### config.mk
export PLATFORM = sky130hd
export DESIGN_NAME = blake2_block_sequencer_flat
export DESIGN_NICKNAME = d
export VERILOG_FILES = /design/src/rtl/blake2_ctrl_pkg.sv /design/src/rtl/blake2_block_sequencer_if.sv /design/src/rtl/blake2_block_packer.sv /design/src/rtl/blake2_block_sequencer.sv /design/src/flat_wrapper.sv
export SDC_FILE = /design/constraint.sdc
export NUM_CORES = 2
export LEC_CHECK = 0
export CAP_MARGIN = 25
export CORE_AREA = 2 2 472 474
export CTS_CLUSTER_DIAMETER = 100
export CTS_CLUSTER_SIZE = 14
export DETAILED_ROUTE_END_ITERATION = 12
export DIE_AREA = 0 0 474 476
export PLACE_DENSITY = 0.4
export SLEW_MARGIN = 20
export SYNTH_ARGS = -nofsm -noshare
export SYNTH_HDL_FRONTEND = slang
export SYNTH_SLANG_ARGS = --single-unit
### constraint.sdc
create_clock -name clk -period 10.4 [get_ports clk]
set_input_delay 2.08 -clock clk [delete_from_list [all_inputs] [get_ports clk]]
set_output_delay 2.08 -clock clk [all_outputs]
set_load 0.005 [all_outputs]
### src/rtl/blake2_ctrl_pkg.sv
// Blake2 block sequencer shared types:
// FSM state encoding and Blake2 core operand widths.
package blake2_ctrl_pkg;

  localparam int BLOCK_W  = 1024;
  localparam int LEN_W    = 128;
  localparam int DIGEST_W = 512;

  typedef enum logic [2:0] {
    IDLE,
    INIT,
    WAIT_INIT,
    FILL,
    ISSUE,
    WAIT_CORE,
    WAIT_DIGEST
  } state_t;

endpackage

### src/rtl/blake2_block_sequencer_if.sv
// Message word stream into the Blake2 block sequencer.
// master drives words, slave accepts them with s_ready.
interface blake2_block_sequencer_if #(
  parameter int WORD_W = 32
);

  localparam int LB_W = $clog2(WORD_W/8) + 1;

  logic              s_valid;
  logic              s_ready;
  logic [WORD_W-1:0] s_data;
  logic              s_last;
  logic [LB_W-1:0]   s_last_bytes;

  modport master (
    output s_valid, s_data, s_last, s_last_bytes,
    input  s_ready
  );

  modport slave (
    input  s_valid, s_data, s_last, s_last_bytes,
    output s_ready
  );

endinterface

### src/rtl/blake2_block_packer.sv
// Packs little-endian message words into the 1024-bit block
// buffer, masking unused bytes of the last word.
module blake2_block_packer
  import blake2_ctrl_pkg::*;
#(
  parameter int WORD_W = 32,
  parameter int LB_W   = 3
) (
  input  logic               clk,
  input  logic               reset_n,
  input  logic               clr,
  input  logic               wr,
  input  logic               last,
  input  logic [WORD_W-1:0]  data,
  input  logic [LB_W-1:0]    last_bytes,
  output logic [BLOCK_W-1:0] block,
  output logic               full
);

  localparam int NW    = BLOCK_W / WORD_W;
  localparam int IDX_W = (NW > 1) ? $clog2(NW) : 1;

  logic [IDX_W-1:0]  idx;
  logic [WORD_W-1:0] wword;

  assign full = (idx == IDX_W'(NW - 1));

  always_comb begin
    wword = '0;
    for (int b = 0; b < WORD_W/8; b++) begin
      if (!last || (LB_W'(b) < last_bytes))
        wword[b*8 +: 8] = data[b*8 +: 8];
    end
  end

  always_ff @(posedge clk or negedge reset_n) begin
    if (!reset_n) begin
      idx   <= '0;
      block <= '0;
    end else if (clr) begin
      idx   <= '0;
      block <= '0;
    end else if (wr) begin
      block[int'(idx)*WORD_W +: WORD_W] <= wword;
      idx <= full ? '0 : idx + 1'b1;
    end
  end

endmodule

### src/rtl/blake2_block_sequencer.sv
// Feeds a Blake2 core with 1024-bit blocks built from a word stream.
// Define BLAKE2_SEQ_BLKCNT_EN to add the blk_count output.
module blake2_block_sequencer
  import blake2_ctrl_pkg::*;
#(
  parameter int WORD_W = 32
) (
  input  logic               clk,
  input  logic               reset_n,
  input  logic               msg_start,
  blake2_block_sequencer_if.slave s,
  output logic               init,
  output logic               next,
  output logic               final_block,
  output logic [BLOCK_W-1:0] block,
  output logic [LEN_W-1:0]   data_length,
  input  logic               hash_ready,
  input  logic               digest_valid,
  output logic               busy
`ifdef BLAKE2_SEQ_BLKCNT_EN
  ,
  output logic [31:0]        blk_count
`endif
);

  localparam int LB_W = $clog2(WORD_W/8) + 1;

  state_t state, state_n;
  logic   acc;
  logic   full;
  logic   clr;

  assign s.s_ready = (state == FILL);
  assign busy      = (state != IDLE);
  assign acc       = s.s_valid && (state == FILL);
  // Keep the issued block visible until the core takes it.
  assign clr       = (state == IDLE) ||
                     ((state == WAIT_CORE) && hash_ready);

  always_comb begin
    state_n = state;
    unique case (state)
      IDLE:        if (msg_start) state_n = INIT;
      INIT:        state_n = WAIT_INIT;
      WAIT_INIT:   if (hash_ready) state_n = FILL;
      FILL:        if (acc && (s.s_last || full)) state_n = ISSUE;
      ISSUE:       state_n = final_block ? WAIT_DIGEST : WAIT_CORE;
      WAIT_CORE:   if (hash_ready) state_n = FILL;
      WAIT_DIGEST: if (digest_valid) state_n = IDLE;
      default:     state_n = IDLE;
    endcase
  end

  always_ff @(posedge clk or negedge reset_n) begin
    if (!reset_n) begin
      state       <= IDLE;
      init        <= 1'b0;
      next        <= 1'b0;
      final_block <= 1'b0;
    end else begin
      state       <= state_n;
      init        <= (state_n == INIT);
      next        <= (state_n == ISSUE);
      final_block <= (state_n == ISSUE) && s.s_last;
    end
  end

  always_ff @(posedge clk or negedge reset_n) begin
    if (!reset_n)
      data_length <= '0;
    else if (state == IDLE)
      data_length <= '0;
    else if (acc)
      data_length <= data_length +
        (s.s_last ? LEN_W'(s.s_last_bytes) : LEN_W'(WORD_W/8));
  end

`ifdef BLAKE2_SEQ_BLKCNT_EN
  always_ff @(posedge clk or negedge reset_n) begin
    if (!reset_n)
      blk_count <= '0;
    else if ((state == IDLE) && msg_start)
      blk_count <= '0;
    else if ((state_n == ISSUE) && (blk_count != '1))
      blk_count <= blk_count + 1'b1;
  end
`endif

  blake2_block_packer #(
    .WORD_W (WORD_W),
    .LB_W   (LB_W)
  ) u_packer (
    .clk        (clk),
    .reset_n    (reset_n),
    .clr        (clr),
    .wr         (acc),
    .last       (s.s_last),
    .data       (s.s_data),
    .last_bytes (s.s_last_bytes),
    .block      (block),
    .full       (full)
  );

endmodule

### src/flat_wrapper.sv
// flat-port wrapper written by rule: the top's interface ports become plain ports
module blake2_block_sequencer_flat import blake2_ctrl_pkg::*;
#(
  parameter int WORD_W = 32
)
  (clk, reset_n, msg_start, init, next, final_block, block, data_length, hash_ready, digest_valid, busy, s_s_valid, s_s_data, s_s_last, s_s_last_bytes, s_s_ready);
  blake2_block_sequencer_if #(.WORD_W(WORD_W)) s_i ();
  input  logic clk;
  input  logic reset_n;
  input  logic msg_start;
  output logic init;
  output logic next;
  output logic final_block;
  output logic [BLOCK_W-1:0] block;
  output logic [LEN_W-1:0] data_length;
  input  logic hash_ready;
  input  logic digest_valid;
  output logic busy;
  input wire logic [$bits(s_i.s_valid)-1:0] s_s_valid;
  input wire logic [$bits(s_i.s_data)-1:0] s_s_data;
  input wire logic [$bits(s_i.s_last)-1:0] s_s_last;
  input wire logic [$bits(s_i.s_last_bytes)-1:0] s_s_last_bytes;
  output wire logic [$bits(s_i.s_ready)-1:0] s_s_ready;
  assign s_i.s_valid = s_s_valid;
  assign s_i.s_data = s_s_data;
  assign s_i.s_last = s_s_last;
  assign s_i.s_last_bytes = s_s_last_bytes;
  assign s_s_ready = s_i.s_ready;
  blake2_block_sequencer #(.WORD_W(WORD_W)) u_core (.clk(clk), .reset_n(reset_n), .msg_start(msg_start), .s(s_i), .init(init), .next(next), .final_block(final_block), .block(block), .data_length(data_length), .hash_ready(hash_ready), .digest_valid(digest_valid), .busy(busy));
endmodule
==> parameters.txt <==
Parameter                              Value

Placed design
  GP Congestion ... 0.924
  Dpl cells ... 8441
  Placed Area ... 63600 sq um
  # port buffers ... 1198
  Minimum setup slack after placement ... 3.65 ns
  Dpl hpwl ... 195 mm

Die
  Total I/O pin count ... 1199
  Vert. Die Dim ... 476 microns
  Total die area ... 226000 sq um
  Initial Utilization ... 0.217
  Core region area ... 221000 sq um
  Standard-cell rows ... 173
  Die width ... 474 microns

STA
  Min setup slack post-route ... 4.44 ns
  Unrepaired setup endpoints after global routing ... false
  Worst Skew ... 0.0622 ns
  Shortest clock period the worst path allows after layout ... 5.96 ns
  Worst-case headroom to the max-slew limit ... 0.263
  Final Max Tran Viols ... 0
  Transition time of the tightest slew-check pin ... 1.11 ns
  Period Utilization, post-route ... 0.573
  Hold violation total from the final report ... 0
  Max Fclk ... 168 MHz
  Worst hold margin ... 0.477 ns
  Accumulated negative setup slack ... 0 ns
  Number of endpoints failing setup at the final stage ... 0

Logic synthesis
  EDFF count, synth ... 0
  Area fraction of the dominant cell type after synthesis ... 0.608
  Syn nets ... 4604
  Async set or reset register ratio after synthesis ... 1.00
  Post-synth top area cell ... dfrtp_1
  Count of warnings emitted by yosys ... 0
  Number of instances in the synthesized netlist ... 4554
  Top flip-flop cell by instance count after synthesis ... dfrtp_1
  Synth cell count leaders ... dfrtp_1, nand3_1, o21ai_0
  Synthesized area ... 47900 sq um
  Proportion of synthesized chip area in sequential cells ... 0.608
  Yosys reg bits ... 1163
  Mapped Avg Cell Area ... 10.5 sq um
  Library cells used by synthesis ... 70
  Cell with the most instances after synthesis ... dfrtp_1
  Cell types occupying the most area after synthesis ... dfrtp_1, nand3_1, o21ai_0, o2bb2ai_1, nand2_1

Clock network
  Buffer levels on the longest clock path ... 3
  Number of buffers created by CTS ... 99
  Depth of the CTS H-tree ... 3
  Worst-path clk slew ... 0.07 ns
  Clock sink count ... 1163
  CTS Root Buffer Type ... clkbuf_16
  Resized Gates After CTS ... 0
  Clk_lat worst skew ... 0.77 ns
  Number of setup buffers added after CTS ... 0
  CTS tree ... done
  Hold buffer count at CTS ... 0

Pwr
  Leakage ... 0.0264 uW
  Max IR drop VDD ... 0.143 mV
  Int Power ... 7190 uW
  Sequential Power Share ... 0.398
  Part of the total power dissipated in the clock network ... 0.308
  Share of total power consumed by net switching ... 0.405
  Switching pwr ... 4900 uW
  Share of total power in combinational logic ... 0.293
  Power Density ... 182 nW/um^2

Layout
  Layout overhead on the synthesized area ... 38.9%
  Cell Count, Final, Fillers Out ... 8590
  Number of fill cells ... 23100
  Final layout net count ... 5620
  Fraction of final layout cells with drive strength greater than 1 ... 0.0778
  Finished layout cell area ... 66500 sq um

Setup path
  Worst path required time ... 11.07 ns
  Data arrival time at the worst-slack endpoint ... 6.63 ns
  Launching instance or port of the critical path ... s_s_last
  Beginning of the worst register-to-register path ... u_core.u_packer.idx[0]
  Capturing element type of the critical path ... flop
  Crit path launch type ... input pin
  Largest fanout on the critical path ... 20
  Type of the setup path with the least slack ... input pin to flop

Global route
  Global-route wire length before repair ... 376 mm
  Number of antenna violations at the first check in global routing ... 40
  Overall routing resource usage ... 0.239
  Largest net degree at the start of global routing ... 209
  Number of global-route vias before repair ... 41600
  Global route total overflow ... 0

Detailed routing
  Wire length reported by the detailed router ... 279 mm
  Met3 wire length ... 25.4 mm
  Average wire length per cell after detail routing ... 32.4 microns
  Iter 0 DRT Violations ... 3394
  Met2 wirelength from detailed routing ... 126 mm
  Number of DRC violations after detailed routing ... 0
  Post-route antenna net violation count ... 0
  Met1 Wirelength ... 115 mm
  Per-cell via count in the routed design ... 4.95
  Top sig layer ... met5
  DR vias ... 42500
  TritonRoute pass-1 iters ... 5

Hold path
  Class of the worst hold path ... flop to flop
  Critical hold path startpoint ... u_core.u_packer.block[574]

Status
  Outcome ... complete, no violations

Job
  Max-capacitance violation count ... 0
## per-layer routing
layer  global-route usage  vias to the layer above
li1                     -                    18500
met3               0.0733                      349
met1                0.305                    21800
met5                    0                        -
met2                0.374                     1818
met4                0.101                       12
## cells in the final DEF, fill, tap and decap left out, types with 30 or more instances in the layout
cell type	count
and3_1	33
or4_1	40
nand2_1	450
clkbuf_16	99
dfrtp_1	1163
a21oi_1	218
nand2_2	30
o2bb2ai_1	285
nor3_1	100
mux2_2	40
o31ai_2	30
o211ai_1	37
nand4_1	121
o31ai_1	47
clkdlybuf4s50_1	1197
nand3_1	523
mux2i_1	54
buf_4	125
o21ai_0	507
or3_1	38
nor4_1	52
nor2_1	125
## metrics by stage
| stage | total power (uW) | utilization |
|---|---|---|
| after floorplan | 6210 | - |
| after global placement | 8460 | 0.287 |
| after detailed placement | 8510 | 0.288 |
| after CTS | 12300 | 0.301 |
| after global routing | 12600 | 0.301 |
| final | 12100 | 0.301 |
## power groups by stage
stage / clock network (uW) / logic [uW] / registers [uW]
CTS: 3860 / 3610 / 4820
global route: 4010 / 3710 / 4840
finish: 3730 / 3550 / 4820
floorplan: 0 / 1350 / 4860
detailed placement: 0 / 3610 / 4900
global placement: 0 / 3570 / 4900
## state kept, by name, indices dropped and copies added (netlist names)
name	count
u_core.init	1
u_core.next	1
u_core.state	3
u_core.data_length	128
u_core.u_packer.idx	5
u_core.u_packer.block	1024
u_core.final_block	1
## cell type report
class / instances / area, sq um / area share
sequential: 1163 / 29100 / 0.438
multi-input combinational: 2944 / 17500 / 0.263
timing repair buffer: 1340 / 13200 / 0.199
tap: 2975 / 3720 / 0.0560
clock buffer: 105 / 2520 / 0.0379
clock inverter: 20 / 327 / 0.00491
inverter: 22 / 82.6 / 0.00124
antenna: 21 / 52.6 / 0.000790
## kinds of logic after synthesis
logic type / share of synthesized area
AO/OA/AOI/OAI: 0.157
buffers and inverters: 0.0365
AND/OR/NAND/NOR: 0.167
multiplexers: 0.0230
adder cells (fa/ha/maj): 0.00225
flip-flops: 0.608
XOR/XNOR: 0.00622
## worst max-delay path, cell delays in order
cell and delay [ns]:
clkdlybuf4s50_1 0.92, nand2b_2 0.61, ha_1 0.56, o211ai_1 0.26, nor4_4 0.60, nand4_1 0.72
or4_1 0.70, a21oi_1 0.15
## worst paths after layout
| path | to | slack [ns] | depth (start not counted) |
|---|---|---|---|
| hold / removal | u_core.u_packer.block[574] | 0.48 | 2 |
| setup / recovery | u_core.data_length[55] | 4.44 | 8 |
| hold reg to reg | u_core.u_packer.block[574] | 0.48 | 2 |
| setup reg to reg | u_core.u_packer.block[303] | 5.90 | 10 |
| max in group asynchronous | u_core.u_packer.block[731] | 6.81 | 3 |
| min in group asynchronous | u_core.u_packer.block[382] | 1.18 | 1 |
Note: power is estimated with default switching activity, not from simulation.
